### config.mk
export PLATFORM = sky130hd
export DESIGN_NAME = store_rmw_sequencer_flat
export DESIGN_NICKNAME = d
export VERILOG_FILES = /design/src/rtl/store_rmw_sequencer_if.sv /design/src/rtl/store_rmw_sequencer.sv /design/src/flat_wrapper.sv
export SDC_FILE = /design/constraint.sdc
export NUM_CORES = 1
export LEC_CHECK = 0
export BUFFER_PORTS_ARGS = -buffer_cell sky130_fd_sc_hd__buf_2
export CAP_MARGIN = 20
export CORE_UTILIZATION = 35
export CTS_BUF_LIST = sky130_fd_sc_hd__clkbuf_2
export CTS_CLUSTER_SIZE = 30
export DETAILED_ROUTE_END_ITERATION = 10
export HOLD_SLACK_MARGIN = 0.1
export SETUP_SLACK_MARGIN = 0.15
export SYNTH_ARGS = -nofsm -noshare
export SYNTH_HDL_FRONTEND = slang
export SYNTH_SLANG_ARGS = --single-unit
### constraint.sdc
create_clock -name clk -period 1.7 [get_ports clk]
set_input_delay 0.34 -clock clk [delete_from_list [all_inputs] [get_ports clk]]
set_output_delay 0.34 -clock clk [all_outputs]
set_load 0.02 [all_outputs]
### src/rtl/store_rmw_sequencer_if.sv
// Memory-side bus of the store read-modify-write sequencer.
// The sequencer drives it through the master modport; the memory answers through the slave modport.
interface store_rmw_sequencer_if;
  logic [31:0] mem_addr;
  logic        mem_rd;
  logic        mem_wr;
  logic [31:0] mem_wdata;
  logic [31:0] mem_rdata;

  modport master (output mem_addr, output mem_rd, output mem_wr, output mem_wdata,
                  input  mem_rdata);
  modport slave  (input  mem_addr, input  mem_rd, input  mem_wr, input  mem_wdata,
                  output mem_rdata);
endinterface

### src/rtl/store_rmw_sequencer.sv
// Multicycle read-modify-write sequencer for SW/SH/SB; sub-word stores merge into the read word.
// Optional misalignment abort is enabled by defining STORE_ALIGN_CHECK_EN.
module store_rmw_sequencer #(
  parameter int MEM_LAT = 1,
  parameter int CNT_W   = 4
) (
  input  logic                          clk,
  input  logic                          reset,
  input  logic                          start,
  input  logic [1:0]                    store_size,
  input  logic [31:0]                   addr,
  input  logic [31:0]                   b_in,
  output logic                          busy,
  output logic                          done,
  output logic                          err,
  store_rmw_sequencer_if.master         mem
);

`ifdef STORE_ALIGN_CHECK_EN
  typedef enum logic [2:0] {S_IDLE, S_READ, S_CAPTURE, S_WRITE, S_DONE, S_ERR} state_t;
`else
  typedef enum logic [2:0] {S_IDLE, S_READ, S_CAPTURE, S_WRITE, S_DONE} state_t;
`endif

  state_t             state, state_nx;
  logic [CNT_W-1:0]   cnt;
  logic [31:0]        addr_q;
  logic [15:0]        b_q;
  logic [1:0]         size_q;
  logic [31:0]        wdata_q;

  function automatic logic is_word(input logic [1:0] sz);
    return (sz == 2'b00) || (sz == 2'b11);
  endfunction

  function automatic logic [31:0] merge_sub(input logic [31:0] rd, input logic [15:0] b,
                                            input logic [1:0] sz);
    if (sz == 2'b01) return {rd[31:8], b[7:0]};
    return {rd[31:16], b};
  endfunction

`ifdef STORE_ALIGN_CHECK_EN
  function automatic logic misaligned(input logic [1:0] sz, input logic [1:0] a);
    return ((sz == 2'b10) && a[0]) || (is_word(sz) && (a != 2'b00));
  endfunction
`endif

  always_ff @(posedge clk or negedge reset) begin
    if (!reset) state <= S_IDLE;
    else        state <= state_nx;
  end

  always_comb begin
    state_nx     = state;
    busy         = 1'b1;
    done         = 1'b0;
    err          = 1'b0;
    mem.mem_rd   = 1'b0;
    mem.mem_wr   = 1'b0;
    case (state)
      S_IDLE: begin
        busy = 1'b0;
        if (start) begin
          state_nx = is_word(store_size) ? S_WRITE : S_READ;
`ifdef STORE_ALIGN_CHECK_EN
          if (misaligned(store_size, addr[1:0])) state_nx = S_ERR;
`endif
        end
      end
      S_READ: begin
        mem.mem_rd = 1'b1;
        if (cnt == CNT_W'(MEM_LAT - 1)) state_nx = S_CAPTURE;
      end
      S_CAPTURE: state_nx = S_WRITE;
      S_WRITE: begin
        mem.mem_wr = 1'b1;
        state_nx   = S_DONE;
      end
      S_DONE: begin
        done     = 1'b1;
        state_nx = S_IDLE;
      end
`ifdef STORE_ALIGN_CHECK_EN
      S_ERR: begin
        err      = 1'b1;
        state_nx = S_IDLE;
      end
`endif
      default: state_nx = S_IDLE;
    endcase
  end

  // The write-data register doubles as the MDR: the read word is merged as it is captured.
  always_ff @(posedge clk or negedge reset) begin
    if (!reset) begin
      addr_q  <= '0;
      b_q     <= '0;
      size_q  <= '0;
      wdata_q <= '0;
      cnt     <= '0;
    end else begin
      case (state)
        S_IDLE: begin
          if (start) begin
            addr_q <= addr;
            b_q    <= b_in[15:0];
            size_q <= store_size;
            cnt    <= '0;
            if (is_word(store_size)) wdata_q <= b_in;
          end
        end
        S_READ:    cnt     <= cnt + CNT_W'(1);
        S_CAPTURE: wdata_q <= merge_sub(mem.mem_rdata, b_q, size_q);
        default: ;
      endcase
    end
  end

  assign mem.mem_addr  = addr_q;
  assign mem.mem_wdata = wdata_q;

  // The latency counter must never wrap while reads are outstanding.
  cnt_no_wrap_a: assert property (@(posedge clk) disable iff (!reset)
    (state == S_READ) |-> (int'(cnt) < MEM_LAT));

endmodule

### src/flat_wrapper.sv
// flat-port wrapper written by rule: the top's interface ports become plain ports
module store_rmw_sequencer_flat 
#(
  parameter int MEM_LAT = 1,
  parameter int CNT_W   = 4
)
  (clk, reset, start, store_size, addr, b_in, busy, done, err, mem_mem_addr, mem_mem_rd, mem_mem_wr, mem_mem_wdata, mem_mem_rdata);
  store_rmw_sequencer_if mem_i ();
  input  logic clk;
  input  logic reset;
  input  logic start;
  input  logic [1:0] store_size;
  input  logic [31:0] addr;
  input  logic [31:0] b_in;
  output logic busy;
  output logic done;
  output logic err;
  output wire logic [$bits(mem_i.mem_addr)-1:0] mem_mem_addr;
  output wire logic [$bits(mem_i.mem_rd)-1:0] mem_mem_rd;
  output wire logic [$bits(mem_i.mem_wr)-1:0] mem_mem_wr;
  output wire logic [$bits(mem_i.mem_wdata)-1:0] mem_mem_wdata;
  input wire logic [$bits(mem_i.mem_rdata)-1:0] mem_mem_rdata;
  assign mem_mem_addr = mem_i.mem_addr;
  assign mem_mem_rd = mem_i.mem_rd;
  assign mem_mem_wr = mem_i.mem_wr;
  assign mem_mem_wdata = mem_i.mem_wdata;
  assign mem_i.mem_rdata = mem_mem_rdata;
  store_rmw_sequencer #(.MEM_LAT(MEM_LAT), .CNT_W(CNT_W)) u_core (.clk(clk), .reset(reset), .start(start), .store_size(store_size), .addr(addr), .b_in(b_in), .busy(busy), .done(done), .err(err), .mem(mem_i));
endmodule
==> flow_metrics.tcl <==
set metrics [dict create \
    period_needed_ps 2063 \
    ys_seq_elements 89 \
    critPathKind "reg2reg" \
    cpPeakStageDelay_ps 460 \
    cts_made_buffers 9 \
    crit_fanout 8 \
    layout_setup_ws_ps -362.6 \
    multi_input_area_um2 2056 \
    hold_start "start" \
    antenna_left 0 \
    slew_headroom_pct 62.88 \
    hold_viol_final 0 \
    cts_buffer_depth 2 \
    p_total_w 0.01483 \
    grtUsageTotal_pct 22.53 \
    max_cap_violations 0 \
    skew_ps 20.37 \
    setup.worst_path.start_class "flop" \
    placed_area_um2 5150 \
    clock_latency_ps 570 \
    syn_avg_cell_area_um2 15.21 \
    hpwlAfterDp_um 6468 \
    die_y_um 109.9 \
    final_area_um2 7946 \
    synth_cells 268 \
    fp.dieW_um 109.9 \
    violations "setup timing" \
    required_ps 2170 \
    nNetsFinal 726 \
    antenna_found_initial 0 \
    overflow 0 \
    crit_arrival_ps 2540 \
    worstSetupEndpointType "flop" \
    netlist_area_um2 4076 \
    vias 3628 \
    holdPathStages 3 \
    firstDrtPassIters 4 \
    rows 39 \
    grt_first_pass_wirelength_um 20010 \
    ys_warn_count 0 \
    finalSetupViolations 90 \
    drive_gt1_share_pct 64.32 \
    ioPinCount 170 \
    cts_tree "done" \
    cpMaxStageDelayCell "dfrtp_1" \
    final_common_cell "buf_6" \
    setup-tns-final_ps -27070 \
    h-tree-depth 3 \
    r2r-end "u_core.mem.mem_addr[18]" \
    path_cells "buf_12 > buf_4 > buf_6 > nor4b_4 > buf_4 > buf_8 > buf_12 > buf_16 > mux2_4" \
    critPathBufInv 7 \
    crit_family "buffers and inverters" \
    crit_cells 9 \
    cts_root_buf "clkbuf_2" \
    yosysSeqAreaShare_pct 54.63 \
    powerDensity_nw_per_um2 1866 \
    initial_core_util_pct 35.85 \
    fmax_mhz 484.8 \
    path_clk_slew_ps 220 \
    wirelength_um 14010 \
    grt_max_degree 36 \
    r2r-start "u_core.state[0]" \
    vias_per_cell 4.718 \
    mostFrequentLayoutCells "94 x buf_6, 93 x dlygate4sd3_1, 92 x mux2_4, 92 x buf_2, 89 x dfrtp_1" \
    status "finished with violations" \
    max_slew.worst_pin.slew_ps 555.0 \
    rr_worst_depth 9 \
    wl_per_cell_um 18.22 \
    dieArea_um2 12080 \
    area_growth_pct 94.94 \
    drc 0 \
    synth_nets 371 \
    port_buffers 160 \
    worstHoldPathType "in2reg" \
    synth.distinct_cells 32 \
    rsz0062_at_grt "yes" \
    min_period_over_period_pct 121.3 \
    core_area_um2 11370 \
    seqCellArea_um2 2227 \
    power_leakage_nw 3.837 \
    worstHoldEndpoint "u_core.state[1]" \
    r2r_setup_slack_ps -360 \
    cts.sinks 89 \
    gp_congestion 0.7365 \
    irDropWorstVdd_uv 1085 \
    grt_pass1_vias 3959 \
    drtIter0Drc 86 \
    slew_violations 0 \
    fill_cells 729 \
]
## metal layers
| metal | vias up | wire length (µm) | track usage [%] |
|---|---|---|---|
| met2 | 126 | 7557 | 41.52 |
| met1 | 1815 | 5484 | 25.02 |
| met4 | 0 | 174 | 5.714 |
| met3 | 19 | 793 | 6.876 |
| met5 | - | 0 | 0 |
| li1 | 1668 | - | - |
## registers in the layout (all words and copies together) (netlist names)
register              flops
u_core.mem.mem_addr      32
u_core.mem.mem_wdata     32
u_core.b_q               16
u_core.cnt                4
u_core.state              3
u_core.size_q             2
## synthesized netlist by cell type
cell      instances  area, µm²
mux2i_1           9      90.09
ha_1              2      25.02
or3_1             1      6.260
buf_8             1      15.01
dfrtp_1          89       2227
and3b_1           2      17.52
a21o_1            1      7.510
buf_6             4      45.04
nand3_1           9      45.04
o221ai_1          8      70.07
a31o_4            1      17.52
buf_1             1      3.750
mux2_4           22      330.3
nor2_1            2      7.510
a22o_1            2      17.52
nor3b_1           1      7.510
nor3_1            1      5.000
buf_2             7      35.03
inv_1            10      37.54
nor2b_1           1      6.260
nor2_2            1      6.260
nand3b_1          1      7.510
buf_4             1      7.510
mux2_2           78      878.3
nand2_1           2      7.510
a211oi_1          3      22.52
buf_12            2      40.04
conb_1            1      3.750
nor4b_4           1      23.77
nor3b_4           2      37.54
xnor2_2           1      16.27
xnor2_1           1      8.760
## how the worst max path moves through the flow
stage,to,from,slack [ps]
floorplan,u_core.mem.mem_wdata[16],u_core.state[2],-20
global placement,u_core.mem.mem_addr[10],u_core.state[0],-40
detailed placement,u_core.mem.mem_addr[12],u_core.state[0],-70
CTS,busy,u_core.state[0],-380
global route,busy,u_core.state[0],-430
finish,u_core.mem.mem_addr[18],u_core.state[0],-360
## report_power, final
group | switching, W | internal, W | total, W
Clock | 0.000686 | 0.000161 | 0.000848
Combinational | 0.00376 | 0.00621 | 0.00997
Sequential | 0.000817 | 0.00320 | 0.00402
## metrics by stage
stage | instances | hold WS (ps) | setup slack (ps) | util (%)
floorplan | 268 | 44.41 | -23.50 | -
global placement | 575 | 207.9 | -43.64 | 45.30
detailed placement | 575 | 213.9 | -74.47 | 45.30
CTS | 749 | 116.9 | -376.0 | 66.94
global route | 768 | 105.1 | -429.5 | 69.87
finish | 769 | 162.7 | -362.6 | 69.89
## logic make-up after synthesis
family / synth area share, %
buffers and inverters: 4.512
xor gates and xnor gates: 0.6140
DFF: 54.63
AOI/OAI and AO/OA: 3.315
other: 0.09199
muxes: 31.86
adders and majority gates: 0.6138
and+or+nand+nor: 4.359
## layout make-up
cell class                      count  area share [%]
Clock inverter                      3          0.1417
Timing Repair Buffer              360           42.58
Inverter                           10          0.4724
Clock buffer                       10          0.6298
Antenna cell                        1         0.03149
Tap cell                          143           2.252
Sequential cell                    89           28.03
Multi-Input combinational cell    153           25.87
## tightest hold or removal path, delay by kind of cell
kind                   cells  cell delay [ps]
buffers and inverters      1              130
AO/OA/AOI/OAI              2              250
## repair_timing
item                                    in CTS  in global routing
endpoints found under the setup margin     146                156
hold buffers                                93                  0
pin swaps                                    9                  8
buffers inserted                            58                 19
resized for setup                          235                 43
cloned                                      10                  0
endpoints found under the hold margin      172                  0
No activity file was read; power rests on OpenSTA's default activity.
